--- config.mk ---
export PLATFORM = sky130hd
export DESIGN_NAME = reg_file_flat
export DESIGN_NICKNAME = d
export VERILOG_FILES = /design/src/rtl/reg_file_pkg.sv /design/src/rtl/reg_file_if.sv /design/src/rtl/reg_file_clr_ctrl.sv /design/src/rtl/reg_file.sv /design/src/flat_wrapper.sv
export SDC_FILE = /design/constraint.sdc
export NUM_CORES = 2
export LEC_CHECK = 0
export CELL_PAD_IN_SITES_DETAIL_PLACEMENT = 1
export CELL_PAD_IN_SITES_GLOBAL_PLACEMENT = 2
export CORE_ASPECT_RATIO = 0.6
export CORE_MARGIN = 10
export CORE_UTILIZATION = 37
export DETAILED_ROUTE_END_ITERATION = 8
export PLACE_DENSITY = 0.77
export SLEW_MARGIN = 20
export SYNTH_ARGS = -nofsm -noshare
export SYNTH_HDL_FRONTEND = slang
export SYNTH_SLANG_ARGS = --single-unit
--- constraint.sdc ---
create_clock -name clk -period 11.1 [get_ports clk]
set_input_delay 3.33 -clock clk [delete_from_list [all_inputs] [get_ports clk]]
set_output_delay 3.33 -clock clk [all_outputs]
set_load 0.05 [all_outputs]
--- src/rtl/reg_file_pkg.sv ---
// rtl/reg_file_pkg.sv - shared constants and clear-FSM state type for the register file
package reg_file_pkg;

  localparam int WIDTH          = 32;
  localparam int ADDR_WIDTH     = 5;
  localparam int NUM_REGS       = 2 ** ADDR_WIDTH;
  localparam int WR_COUNT_WIDTH = 16;

  typedef enum logic {
    IDLE  = 1'b0,
    CLEAR = 1'b1
  } clr_state_t;

endpackage

--- src/rtl/reg_file_if.sv ---
// rtl/reg_file_if.sv - read/write/clear bus between the datapath and the register file
interface reg_file_if #(
  parameter int WIDTH      = reg_file_pkg::WIDTH,
  parameter int ADDR_WIDTH = reg_file_pkg::ADDR_WIDTH
) ();
  import reg_file_pkg::*;

  logic [ADDR_WIDTH-1:0]     rs1_addr;
  logic [ADDR_WIDTH-1:0]     rs2_addr;
  logic [ADDR_WIDTH-1:0]     rd_addr;
  logic [WIDTH-1:0]          rd_data;
  logic                      reg_write;
  logic                      clr_start;
  logic [ADDR_WIDTH-1:0]     dbg_addr;
  logic [WIDTH-1:0]          rs1_data;
  logic [WIDTH-1:0]          rs2_data;
  logic [WIDTH-1:0]          dbg_data;
  logic                      busy;
  logic [WR_COUNT_WIDTH-1:0] wr_count;

  modport master (
    output rs1_addr, rs2_addr, rd_addr, rd_data, reg_write, clr_start, dbg_addr,
    input  rs1_data, rs2_data, dbg_data, busy, wr_count
  );

  modport slave (
    input  rs1_addr, rs2_addr, rd_addr, rd_data, reg_write, clr_start, dbg_addr,
    output rs1_data, rs2_data, dbg_data, busy, wr_count
  );

endinterface

--- src/rtl/reg_file_clr_ctrl.sv ---
// rtl/reg_file_clr_ctrl.sv - sequential clear FSM, walks the index from x1 to x31
module reg_file_clr_ctrl
  import reg_file_pkg::*;
(
  input  logic                  clk,
  input  logic                  rst_n,
  input  logic                  clr_start,
  output logic                  busy,
  output logic                  clr_en,
  output logic [ADDR_WIDTH-1:0] clr_idx
);

  localparam logic [ADDR_WIDTH-1:0] FIRST_IDX = ADDR_WIDTH'(1);
  localparam logic [ADDR_WIDTH-1:0] LAST_IDX  = '1;

  clr_state_t            state, state_nxt;
  logic [ADDR_WIDTH-1:0] idx, idx_nxt;

  always_ff @(posedge clk or negedge rst_n) begin
    if (!rst_n) begin
      state <= IDLE;
      idx   <= '0;
    end else begin
      state <= state_nxt;
      idx   <= idx_nxt;
    end
  end

  // clr_start is only looked at in IDLE, so a pulse during a clear is dropped
  always_comb begin
    state_nxt = state;
    idx_nxt   = idx;
    clr_en    = 1'b0;
    case (state)
      IDLE: begin
        if (clr_start) begin
          state_nxt = CLEAR;
          idx_nxt   = FIRST_IDX;
        end
      end
      CLEAR: begin
        clr_en  = 1'b1;
        idx_nxt = idx + 1'b1;
        if (idx == LAST_IDX) begin
          state_nxt = IDLE;
        end
      end
      default: begin
        state_nxt = IDLE;
      end
    endcase
  end

  assign busy    = (state == CLEAR);
  assign clr_idx = idx;

endmodule

--- src/rtl/reg_file.sv ---
// rtl/reg_file.sv - 2R1W register file with x0 hardwired to zero, sequential clear and write counter
module reg_file #(
  parameter int WIDTH      = reg_file_pkg::WIDTH,
  parameter int ADDR_WIDTH = reg_file_pkg::ADDR_WIDTH
) (
  input  logic       clk,
  input  logic       rst_n,
  reg_file_if.slave  bus
);
  import reg_file_pkg::*;

  localparam int NREGS = 2 ** ADDR_WIDTH;

  logic [WIDTH-1:0]          regs [NREGS];
  logic [WR_COUNT_WIDTH-1:0] wr_count;
  logic                      busy;
  logic                      clr_en;
  logic [ADDR_WIDTH-1:0]     clr_idx;
  logic                      wr_en;

  reg_file_clr_ctrl u_clr_ctrl (
    .clk       (clk),
    .rst_n     (rst_n),
    .clr_start (bus.clr_start),
    .busy      (busy),
    .clr_en    (clr_en),
    .clr_idx   (clr_idx)
  );

  // busy gates writes, so the clear and a write never target the array together
  assign wr_en = bus.reg_write && (bus.rd_addr != '0) && !busy;

  always_ff @(posedge clk or negedge rst_n) begin
    if (!rst_n) begin
      for (int i = 0; i < NREGS; i++) begin
        regs[i] <= '0;
      end
    end else if (clr_en) begin
      regs[clr_idx] <= '0;
    end else if (wr_en) begin
      regs[bus.rd_addr] <= bus.rd_data;
    end
  end

  always_ff @(posedge clk or negedge rst_n) begin
    if (!rst_n) begin
      wr_count <= '0;
    end else if (wr_en && (wr_count != '1)) begin
      wr_count <= wr_count + 1'b1;
    end
  end

  // no write-to-read bypass: the ALU loop stays broken by the array flops
  assign bus.rs1_data = (bus.rs1_addr == '0) ? '0 : regs[bus.rs1_addr];
  assign bus.rs2_data = (bus.rs2_addr == '0) ? '0 : regs[bus.rs2_addr];
  assign bus.dbg_data = (bus.dbg_addr == '0) ? '0 : regs[bus.dbg_addr];
  assign bus.busy     = busy;
  assign bus.wr_count = wr_count;

endmodule

--- src/flat_wrapper.sv ---
// flat-port wrapper written by rule: the top's interface ports become plain ports
module reg_file_flat import reg_file_pkg::*;
#(
  parameter int WIDTH      = reg_file_pkg::WIDTH,
  parameter int ADDR_WIDTH = reg_file_pkg::ADDR_WIDTH
)
  (clk, rst_n, bus_rs1_addr, bus_rs2_addr, bus_rd_addr, bus_rd_data, bus_reg_write, bus_clr_start, bus_dbg_addr, bus_rs1_data, bus_rs2_data, bus_dbg_data, bus_busy, bus_wr_count);
  reg_file_if #(.WIDTH(WIDTH), .ADDR_WIDTH(ADDR_WIDTH)) bus_i ();
  input  logic clk;
  input  logic rst_n;
  input wire logic [$bits(bus_i.rs1_addr)-1:0] bus_rs1_addr;
  input wire logic [$bits(bus_i.rs2_addr)-1:0] bus_rs2_addr;
  input wire logic [$bits(bus_i.rd_addr)-1:0] bus_rd_addr;
  input wire logic [$bits(bus_i.rd_data)-1:0] bus_rd_data;
  input wire logic [$bits(bus_i.reg_write)-1:0] bus_reg_write;
  input wire logic [$bits(bus_i.clr_start)-1:0] bus_clr_start;
  input wire logic [$bits(bus_i.dbg_addr)-1:0] bus_dbg_addr;
  output wire logic [$bits(bus_i.rs1_data)-1:0] bus_rs1_data;
  output wire logic [$bits(bus_i.rs2_data)-1:0] bus_rs2_data;
  output wire logic [$bits(bus_i.dbg_data)-1:0] bus_dbg_data;
  output wire logic [$bits(bus_i.busy)-1:0] bus_busy;
  output wire logic [$bits(bus_i.wr_count)-1:0] bus_wr_count;
  assign bus_i.rs1_addr = bus_rs1_addr;
  assign bus_i.rs2_addr = bus_rs2_addr;
  assign bus_i.rd_addr = bus_rd_addr;
  assign bus_i.rd_data = bus_rd_data;
  assign bus_i.reg_write = bus_reg_write;
  assign bus_i.clr_start = bus_clr_start;
  assign bus_i.dbg_addr = bus_dbg_addr;
  assign bus_rs1_data = bus_i.rs1_data;
  assign bus_rs2_data = bus_i.rs2_data;
  assign bus_dbg_data = bus_i.dbg_data;
  assign bus_busy = bus_i.busy;
  assign bus_wr_count = bus_i.wr_count;
  reg_file #(.WIDTH(WIDTH), .ADDR_WIDTH(ADDR_WIDTH)) u_core (.clk(clk), .rst_n(rst_n), .bus(bus_i));
endmodule
==> summary.txt <==
Worst setup path
  – Crit path DAT: 7.19 ns
  – Worst Reg2Reg Path Length in Cells: 8
  – Worst path cell trace: buf_2 > or2_2 > nor4_4 > buf_4 > a21oi_1 > o21ai_1 > a31oi_1 > clkdlybuf4s50_1
  – Worst-path fanout max: 32
  – Max incr delay on CP: approximately 0.96 ns
  – Setup crit end kind: output port
  – Startpoint Class: input port
  – Slowest-stage cell, CP: clkdlybuf4s50_1
  – Req. time, crit path: about 7.8 ns
  – Setup CP Type: input port to output port

Floorplan
  – Number of top-level pins: around 170
  – Initial Util: 0.373
  – Full die area: 186,000 um2
  – Die width: approximately 550 um
  – Die height: 338 um
  – Row cnt: around 120
  – Core area: 167,000 um2

Clocking
  – CTS Sinks: 1,046
  – Clock transition at the registers of the reported paths: 0.07 ns
  – Hold_buf cts: 0
  – Clock root buffer: clkbuf_16
  – H-tree depth: 3
  – Skew-Pair Late Insertion Delay: between 0.7 and 0.8 ns
  – CTS tree: built
  – Num CTS Buffers: 106
  – Worst-case clock buffer depth: 3
  – Post-CTS setup buffer count: 0
  – Resized Gates After CTS: 0

Timing
  – Hold Fails Final Rpt: 0
  – Fmax: 0.0951 GHz
  – Max Slew Vio Count: 0
  – Post-Route Skew: 0.0248 ns
  – RSZ-0062 raised after global routing: no
  – Min Tclk post-route: between 10 and 15 ns
  – Final setup viols: 0
  – Slew @ Worst Pin: between 1 and 1.5 ns
  – Fin crit share: 0.947
  – Headroom to the max-slew limit: 0.170
  – TNS Setup: 0 ns

Logic synthesis
  – Most used DFF post-synth: dfrtp_1
  – Post-synth EDFFs: 0
  – Cells after Synth: approximately 4,400
  – Post-synth top area share: 0.420
  – Sequential area share after synthesis: 0.420
  – Netlist Area Pre-Place: 62,300 um2
  – Top cells by area, synth: dfrtp_1 (42%), mux4_2 (28%), a22o_1 (14%), mux2i_1 (2.2%), clkbuf_1 (2.0%)
  – Yosys cell types: 53
  – Synth top cells by count: dfrtp_1 (1,046), a22o_1 (992), mux4_2 (768), clkbuf_1 (329), buf_2 (141)
  – Synth warn: 0
  – Post-Syn Nets: 4,430
  – Synthesis-stage register bit count: around 1,000
  – Synth async-reset ratio: 1.00
  – Most frequent cell after synthesis: dfrtp_1
  – Post-synthesis area per instance: 14.3 um2
  – Post-synth top area cell: dfrtp_1

Placed design
  – RD Place Congestion: roughly 0.9
  – IO buf count: 168
  – Cell Area, Placed: approximately 67,000 um2
  – HPWL after detailed placement: between 150,000 and 200,000 um

Global routing
  – Initial antenna violation count: 9
  – Vias in the first global route: about 50,000
  – First-pass GRT wire length: ~390,000 um
  – Gr ovfl total: 0
  – Overall Global Routing Usage: 0.283
  – Largest net degree at the start of global routing: 154

Route
  – Drt wl/cell: slightly above 40 um
  – Drt first pass iters: 6
  – Total number of vias: about 50,000
  – Routed WL: approximately 270,000 um
  – Vias per cell: between 7 and 8
  – Antenna-violating nets left: 0
  – Initial DRC count: between 7,000 and 8,000
  – DRC Markers: 0

Final layout
  – Ratio of cells with drive above 1 in the final layout: 0.323
  – Final instance area: 70,300 um2
  – Synthesis-to-finish area growth: 12.9%
  – Fin nets: between 4,000 and 5,000

Min path
  – Hold Path Class: flop to flop
  – Worst hold path depth: 1

Power and ir drop
  – Leakage: roughly 29 nW
  – PD cells: about 160 nW/um2
  – Max VDD drop: between 0.0001 and 0.00015 V

Flow run
  – Max-Cap Viols: 0

Run status
  – Outcome: finished, final reports clean
==> path summary, 6_finish.rpt <==
kind | to | slack (ns) | from
hold / removal | u_core.bus.wr_count[14] | 0.49 | u_core.bus.wr_count[14]
setup reg to reg | u_core.regs[702] | 6.56 | u_core.u_clr_ctrl.busy
hold reg to reg | u_core.bus.wr_count[14] | 0.49 | u_core.bus.wr_count[14]
setup / recovery | bus_rs2_data[14] | 0.58 | bus_rs2_addr[3]
min in group asynchronous | u_core.regs[286] | 2.58 | rst_n
max in group asynchronous | u_core.regs[690] | 6.48 | rst_n
==> state kept, by name, indices dropped and copies added, names as in the netlist <==
signal                     cells
u_core.regs                 1024
u_core.u_clr_ctrl.busy         1
u_core.u_clr_ctrl.clr_idx      5
u_core.bus.wr_count           16
==> power by group <==
group	leakage (nW)	switching (W)	total, W	internal, W
clock network	1.73	0.00168	0.00377	0.00209
logic	12.9	0.00157	0.00260	0.00103
registers	14.6	0.000409	0.00456	0.00416
==> through the flow <==
step	hold WS [ns]	util	std cells	setup slack [ns]	power, W
final	0.488	0.421	6635	0.583	0.0109
after global routing	0.525	0.421	6634	0.627	0.0113
after CTS	0.497	0.421	6632	0.868	0.0109
after detailed placement	0.483	0.400	6443	0.876	0.00714
after global placement	0.480	0.400	6443	0.677	0.00706
after floorplan	0.484	-	4368	1.01	0.00603
==> per-layer routing <==
metal | global-route usage | routed length, um | vias to the layer above | part of all wire
li1 | - | - | 18007 | -
met1 | 0.390 | 106000 | 26492 | 0.39
met2 | 0.390 | 111000 | 3992 | 0.41
met3 | 0.122 | 39900 | 703 | 0.15
met4 | 0.110 | 12000 | 12 | 0.045
met5 | 0 | 78 | - | 0.00029
==> cell type report <==
class / count / area [um2]
clock buffer: 156 / 3140
multi-input combinational: 2743 / 33800
inverter: 3 / 11.3
tap: 2242 / 2810
sequential: 1046 / 26200
fill: 16612 / 96600
timing repair buffer: 410 / 3990
antenna: 2 / 5.00
clock inverter: 33 / 354
==> critical path, delay by kind of cell <==
family                 cells  cell delay, ns
and+or+nand+nor            2            0.86
AOI/OAI and AO/OA          3            1.19
buffers and inverters      3            1.76
==> cells by family after synthesis <==
family,after synthesis,share of synthesized area
AOI/OAI and AO/OA,1415,0.187
and+or+nand+nor,320,0.0268
muxes,985,0.314
DFF,1046,0.420
adders and majority gates,6,0.00121
buffers and inverters,579,0.0477
xor gates and xnor gates,17,0.00239
==> layout by cell type, fill, tap and decap left out, types with 26 or more instances in the layout <==
cell type / count
a2111oi_0: 28
a211oi_1: 74
a21oi_1: 107
a221oi_1: 57
a22o_1: 992
and2_1: 35
buf_12: 44
buf_4: 232
clkbuf_16: 108
clkbuf_8: 26
clkdlybuf4s50_1: 114
dfrtp_1: 1046
mux2_2: 79
mux2i_1: 138
mux4_2: 768
nand2_1: 34
nor2_1: 79
nor2_4: 33
nor2b_1: 77
o21ai_0: 56
No activity file was read; power rests on OpenSTA's default activity.
